`src/rtl/cnt_sched_pkg.sv`:
```
// Shared types and default sizing for the counter-run arbiter.
package cnt_sched_pkg;

  typedef enum logic [2:0] {
    S_IDLE = 3'd0,
    S_FIRE = 3'd1,
    S_WAIT = 3'd2,
    S_DONE = 3'd3
  } sched_state_t;

  localparam int NREQ_DEF    = 2;
  localparam int CW_DEF      = 4;
  localparam int TIMEOUT_DEF = 15;

  // A stop flag may be sticky, so only a low-to-high transition means completion.
  function automatic logic ok_rise(input logic cur, input logic prev);
    return cur & ~prev;
  endfunction

endpackage

```
`src/rtl/cnt_run_arbiter_rr_pick.sv`:
```
// Combinational round-robin picker: first set request strictly after ptr, wrapping.
module rr_pick #(
  parameter int N  = 2,
  parameter int PW = $clog2(N)
) (
  input  logic [N-1:0]  req,
  input  logic [PW-1:0] ptr,
  output logic          any,
  output logic [PW-1:0] idx,
  output logic [N-1:0]  onehot
);

  logic [PW-1:0] cand_s;

  // Scan from farthest to nearest so the nearest set request is written last.
  always_comb begin
    any    = 1'b0;
    idx    = '0;
    onehot = '0;
    cand_s = '0;
    for (int k = N; k >= 1; k--) begin
      cand_s = PW'((int'(ptr) + k) % N);
      any    = any | req[cand_s];
      idx    = req[cand_s] ? cand_s : idx;
    end
    onehot[idx] = any;
  end

endmodule

```
`src/rtl/cnt_run_arbiter.sv`:
```
// Shares one trigger/stop counter unit between NREQ requesters: round-robin grant,
// one trigger per run, rising-edge completion, timeout abort and result capture.
module cnt_run_arbiter
  import cnt_sched_pkg::*;
#(
  parameter int NREQ    = NREQ_DEF,
  parameter int CW      = CW_DEF,
  parameter int TIMEOUT = TIMEOUT_DEF
) (
  input  logic            clk,
  input  logic            rst,
  input  logic [NREQ-1:0] req,
  output logic [NREQ-1:0] gnt,
  output logic [NREQ-1:0] done,
  output logic            err,
  output logic [CW-1:0]   result,
  output logic            busy,
  output logic            trg,
  input  logic [CW-1:0]   cnt_in,
  input  logic            ok_in
);

  localparam int PW = $clog2(NREQ);
  localparam int TW = $clog2(TIMEOUT + 1);

  sched_state_t    state_r, state_s;
  logic [PW-1:0]   ptr_r, idx_r, pick_idx_s;
  logic [NREQ-1:0] pick_onehot_s, gnt_r, done_r;
  logic            pick_any_s, ok_q_r, comp_s, timeout_s;
  logic            err_r, busy_r, trg_r;
  logic [TW-1:0]   timer_r;
  logic [CW-1:0]   result_r;

  rr_pick #(
    .N  (NREQ),
    .PW (PW)
  ) u_pick (
    .req    (req),
    .ptr    (ptr_r),
    .any    (pick_any_s),
    .idx    (pick_idx_s),
    .onehot (pick_onehot_s)
  );

  assign comp_s    = ok_rise(ok_in, ok_q_r);
  assign timeout_s = (timer_r == TW'(TIMEOUT - 1));

  // Next-state decode; completion takes priority over the timeout check.
  always_comb begin
    state_s = state_r;
    case (state_r)
      S_IDLE: begin
        if (pick_any_s) state_s = S_FIRE;
        else            state_s = S_IDLE;
      end
      S_FIRE: state_s = S_WAIT;
      S_WAIT: begin
        if (comp_s || timeout_s) state_s = S_DONE;
        else                     state_s = S_WAIT;
      end
      S_DONE:  state_s = S_IDLE;
      default: state_s = S_IDLE;
    endcase
  end

  // State, edge-detect history and the registered Moore outputs.
  always_ff @(posedge clk or negedge rst) begin
    if (!rst) begin
      state_r <= S_IDLE;
      ok_q_r  <= 1'b0;
      trg_r   <= 1'b0;
      busy_r  <= 1'b0;
      done_r  <= '0;
      err_r   <= 1'b0;
    end else begin
      state_r <= state_s;
      ok_q_r  <= ok_in;
      trg_r   <= (state_s == S_FIRE);
      busy_r  <= (state_s != S_IDLE);
      done_r  <= (state_s == S_DONE) ? gnt_r : '0;
      err_r   <= (state_r == S_WAIT) && (state_s == S_DONE) && !comp_s;
    end
  end

  // Grant latch and round-robin pointer; the finished winner ranks last next time.
  always_ff @(posedge clk or negedge rst) begin
    if (!rst) begin
      gnt_r <= '0;
      idx_r <= '0;
      ptr_r <= PW'(NREQ - 1);
    end else if ((state_r == S_IDLE) && pick_any_s) begin
      gnt_r <= pick_onehot_s;
      idx_r <= pick_idx_s;
    end else if (state_r == S_DONE) begin
      gnt_r <= '0;
      ptr_r <= idx_r;
    end
  end

  // Wait timer (saturating, never wraps) and the captured count.
  always_ff @(posedge clk or negedge rst) begin
    if (!rst) begin
      timer_r  <= '0;
      result_r <= '0;
    end else begin
      if (state_r == S_FIRE) begin
        timer_r <= '0;
      end else if ((state_r == S_WAIT) && (timer_r != TW'(TIMEOUT))) begin
        timer_r <= timer_r + TW'(1);
      end
      if ((state_r == S_WAIT) && comp_s) begin
        result_r <= cnt_in;
      end
    end
  end

  assign gnt    = gnt_r;
  assign done   = done_r;
  assign err    = err_r;
  assign result = result_r;
  assign busy   = busy_r;
  assign trg    = trg_r;

endmodule
```
`config.mk`:
```
export PLATFORM = sky130hd
export DESIGN_NAME = cnt_run_arbiter
export DESIGN_NICKNAME = d
export VERILOG_FILES = /design/src/rtl/cnt_sched_pkg.sv /design/src/rtl/cnt_run_arbiter_rr_pick.sv /design/src/rtl/cnt_run_arbiter.sv
export SDC_FILE = /design/constraint.sdc
export NUM_CORES = 1
export LEC_CHECK = 0
export CAP_MARGIN = 20
export CELL_PAD_IN_SITES_DETAIL_PLACEMENT = 1
export CELL_PAD_IN_SITES_GLOBAL_PLACEMENT = 2
export CORE_MARGIN = 8
export CORE_UTILIZATION = 33
export CTS_CLUSTER_SIZE = 24
export DETAILED_ROUTE_END_ITERATION = 10
export HOLD_SLACK_MARGIN = 0.03
export PLACE_DENSITY_LB_ADDON = 0.3
export SYNTH_ARGS = -nofsm -noshare
export SYNTH_HDL_FRONTEND = slang
export SYNTH_SLANG_ARGS = --single-unit
export TNS_END_PERCENT = 20
```
`constraint.sdc`:
```
create_clock -name clk -period 3.2 [get_ports clk]
set_input_delay 0.64 -clock clk [delete_from_list [all_inputs] [get_ports clk]]
set_output_delay 0.64 -clock clk [all_outputs]
set_load 0.05 [all_outputs]
```
* After elaboration in Yosys (flattened, before gate mapping)
Index checks and enable logic that the tools add are counted.
Widths: inputs -> output; s select.
** Word-level totals
- Register bits :: 21
- Word-level logic and storage cells :: 59
** Cells by class
- Order comparisons :: 4
- $add $sub $neg :: 3
- Reductions and logical operators :: 13
- Bitwise gates (word level) :: 5
- Multiplexer cells :: 16
- Eq/ne operators :: 7
** Operator list (count)
- $eq 3x2->1 const B :: 3
- $mux 1 :: 9
- $pmux 3 s3 :: 1
- $mux 4 :: 2
- $eq 3x1->1 const B :: 2
- $logic_and 1x1->1 :: 6
- $lt 1x2->1 const B :: 3
- $mux 2 :: 3
- $add 4x1->4 const B :: 1
- $eq 4x4->1 const B :: 1
- $ne 4x4->1 const B :: 1
- $reduce_bool 2->1 :: 2
- $logic_not 3->1 :: 1
- $reduce_bool 3->1 :: 1
- $add 1x1->1 const B :: 2
- $and 2x2->2 :: 1
- $not 1->1 :: 2
- $reduce_and 2->1 :: 1
- $and 1x1->1 :: 1
- $demux 1 s1 :: 1
- $ge 1x1->1 const B :: 1
- $logic_not 1->1 :: 1
- $logic_or 1x1->1 :: 1
- $or 1x1->1 :: 1

* Logic depth before layout (Yosys ltp)
- Word-level depth :: 11
- Depth in mapped cells :: 5

* Hierarchy
Synthesis repeated with hierarchy kept, for this count alone.
** Second synthesis, totals
- Cells, all modules :: 72
- Area, all modules :: 923.4 µm²
** Modules (own cells, without submodules)
- cnt_run_arbiter :: seq. area each 501.7 µm², instances 1, area an instance 890.9 µm², cells each 67
- rr_pick :: seq. area each 0.0 µm², instances 1, area an instance 32.5 µm², cells each 5

* Worst setup path after synthesis
Ideal clock, no wire load.
- Kind :: reg-to-reg
- Start :: reg state_r[0]
- End :: reg timer_r[1]
- Setup time :: 125 ps
- Arrival :: 1306 ps
- Setup slack :: 1769 ps
- Cell stages (with the launch flop) :: 6
- Cells stage by stage :: dfrtp_1 > inv_1 > ha_1 > inv_1 > a31oi_1 > mux2_2
** On the way
- Word-level cells in the longest chain between the ends :: 3
- Elaborated cells between the ends (all ways) :: 5
** Ends and longest elaborated chain
- start: declaration :: RTL line cnt_run_arbiter.sv:26 : sched_state_t state_r, state_s;
- start signal: assignment :: RTL line cnt_run_arbiter.sv:76 : state_r <= state_s;
- $eq 3x2->1 :: RTL line cnt_run_arbiter.sv:108 : end else if ((state_r == S_WAIT) && (timer_r != TW'(TIMEOUT))) begin
- $logic_and 1x1->1 :: RTL line cnt_run_arbiter.sv:108
- $reduce_bool 2->1 (no line)
- end signal: assignment :: RTL line cnt_run_arbiter.sv:109 : timer_r <= timer_r + TW'(1);
- end: declaration :: RTL line cnt_run_arbiter.sv:31 : logic [TW-1:0] timer_r;
Several ways; a longest one is shown, not always the timed one.
A chain may end at the register's enable or synchronous reset.

* Worst setup path after layout
- Start :: reg busy_r, in the netlist busy
- End :: out busy
** RTL lines
- start: declaration :: RTL line cnt_run_arbiter.sv:30 : logic err_r, busy_r, trg_r;
- start signal: assignment :: RTL line cnt_run_arbiter.sv:79 : busy_r <= (state_s != S_IDLE);
- end: declaration :: RTL line cnt_run_arbiter.sv:17 : output logic busy,
No word-level cell between the ends.

==> run metrics <==
DIE WIDTH=67.4 um; crit-path max FO=1; largest family of logic cells by synthesized area=simple AND/OR/NAND/NOR gates; endpoint class of the critical path=primary output; detailed-route wire length per cell=between 15 and 20 um; most frequent cell after synthesis=dfrtp_1; crit path DAT=around 1.5 ns; DR vias/cell=4.87; area occupied by registers=around 500 um2; Reg power frac=0.355; Post-synth EDFFs=0; largest net degree at the start of global routing=21; Final HPWL DP=1.42 mm; Final Cycle Share=0.668; Netlist cell types=26; Final min period=2.14 ns; Max Cap Viol=0; clk slew on worst S/H paths=0.12 ns; CTS tree=done; ys async rst share=1.00; P&R area growth vs syn=29.1%; FF+latch count, synth=20; Avg Cell Area, Syn=approximately 12 um2; Initial Util=0.349; Crit Path Class=reg -> out; CTS root buf=clkbuf_4; diode count=0; CP startpoint kind=register; cell family with most CP delay=buffers and inverters; switching share of power=0.445; number of fill cells=around 280; Hold Path Class=reg -> reg; Top Ports=20; LEAKAGE=0.523 nW; Cell Area, Synth=approximately 870 um2; XOR/XNOR share of the synthesized area=0; post-synthesis compound-gate area fraction=0.0775; setup tns final=0 ns; worst endpoint required time=2.56 ns; combinational share of power=0.542; CTS Buffer Depth=2; CTS sink cnt=20; DIE AREA=0.00454 mm2; Setup Viol. Count Final=0; layout cells sized above 1=0.161; depth of the CTS H-tree=1; multiplexer share of the synthesized area=0.0904; RSZ-0062 raised after global routing=false; biggest area consumer among synthesized cells=dfrtp_1; Total Routing Usage GR=0.0893; multi-input logic area=348 um2; nets=109; synth cell count leaders=19 x dfrtp_1, 6 x ha_1, 6 x inv_1, 6 x mux2_2, 4 x a21oi_1; CTS Hold Bufs=0; pin slew with the least headroom to its limit=0.873 ns; Internal Dissipation=about 670 uW; Clk Latency, worst-skew pair=0.30 ns; first-pass GRT wire length=3.06 mm; area of the core=0.00250 mm2; drt first-iter violations=8; fin cells=123; Synth Area in Simple Gates=0.145; status=completed; drt first pass iters=4; worst path bufs/invs=1; WHS=0.486 ns; synth warn=0; global route overflow=0; DIE HEIGHT=67.4 um; PD cells=approximately 1100 mW/mm2; # port buffers=19; Placement Rows=18; ranking of synthesized cells by area=dfrtp_1 55%, ha_1 8.6%, mux2_2 7.7%; CP max stage cell=clkdlybuf4s50_1; antenna violations before repair=0; final hold viol count=0; # resized after CTS=0; max incr delay on CP=0.82 ns; post-synthesis adder-cell area fraction=0.0861; Synth top area share=0.545; vias in the first global route=625; Synth Flop Type=dfrtp_1; Synth Net Count=85; post-synthesis sequential area ratio=0.575; Worst slew margin=0.416; Num CTS Buffers=3; P_sw=534 uW; DRC viols=0; post-route ant nets=0; post-CTS setup buffer count=0; synthesized instance count=70; GP Congestion=0.746; Clk pwr share=0.103; clk_skew=0.00981 ns; Slew Limit Fails=0; cell chain of the critical path=clkdlybuf4s50_1; Fmax=468 MHz; via count=599; Placed Cells=119; Peak VDD IR=569 uV; overall routed net length=1.87 mm
[cells by family after synthesis]
family	Yosys count
and+or+nand+nor	21
DFF	20
adders and majority gates	6
AOI/OAI and AO/OA	10
buffers and inverters	6
muxes	7
[worst paths after layout]
| kind | from | end | slack [ns] | depth (start not counted) |
|---|---|---|---|---|
| max in group asynchronous | rst | gnt[1] | 1.83 | 1 |
| setup reg to reg | state_r[0] | timer_r[1] | 1.57 | 5 |
| setup / recovery | busy | busy | 1.06 | 1 |
| hold reg to reg | idx_r | idx_r | 0.49 | 1 |
| min in group asynchronous | rst | result[0] | 0.82 | 1 |
| hold / removal | idx_r | idx_r | 0.49 | 1 |
[layout make-up]
cell class	instances	share of cell area
clock buffer	4	0.0233
inverter	6	0.0200
multi-input combinational	44	0.309
sequential	20	0.446
tap	30	0.0333
timing repair buffer	19	0.169
[layer usage]
metal | vias up | share of wire | global-route usage
met3 | 2 | 0.073 | 0.0281
li1 | 291 | - | -
met1 | 291 | 0.46 | 0.113
met5 | - | 0 | 0
met4 | 0 | 0.010 | 0.0470
met2 | 15 | 0.46 | 0.134
[layout by cell type (no fill, tap or decap), drive strengths merged]
cell,count
dfrtp,19
clkdlybuf4s50,19
mux2,7
inv,6
ha,6
a21oi,4
clkbuf,4
nand2,3
nor2,3
nand3,2
nor2b,2
and3,2
nor3,2
nand4,2
a31oi,2
nand3b,1
o21ai,1
or2,1
nand2b,1
and2b,1
and4,1
a21o,1
a31o,1
a211oi,1
dfstp,1
[state kept, by name, indices dropped and copies added, names as in the netlist]
signal and count:
busy 1, done 2, err 1, gnt 2, idx_r 1, ok_q_r 1, ptr_r 1, result 4
state_r 2, timer_r 4, trg 1
[through the flow]
| stage | area (um2) | utilization | total power, mW | setup WS, ns |
|---|---|---|---|---|
| 6_report | 1130 | 0.450 | 1.20 | 1.06 |
| 5_1_grt | 1130 | 0.450 | 1.28 | 1.00 |
| 4_1_cts | 1130 | 0.450 | 1.22 | 1.03 |
| 3_5_place_dp | 1100 | 0.440 | 1.09 | 1.27 |
| 3_3_place_gp | 1100 | 0.440 | 1.07 | 1.33 |
| 2_1_floorplan | 872 | - | 0.874 | 1.77 |
[power groups by stage]
stage	clock network [mW]	logic [mW]	registers (mW)
final	0.123	0.650	0.426
after global placement	0	0.640	0.427
after global routing	0.135	0.707	0.439
after floorplan	0	0.256	0.619
after detailed placement	0	0.658	0.432
after CTS	0.129	0.662	0.428
Note: power is estimated with default switching activity, not from simulation.
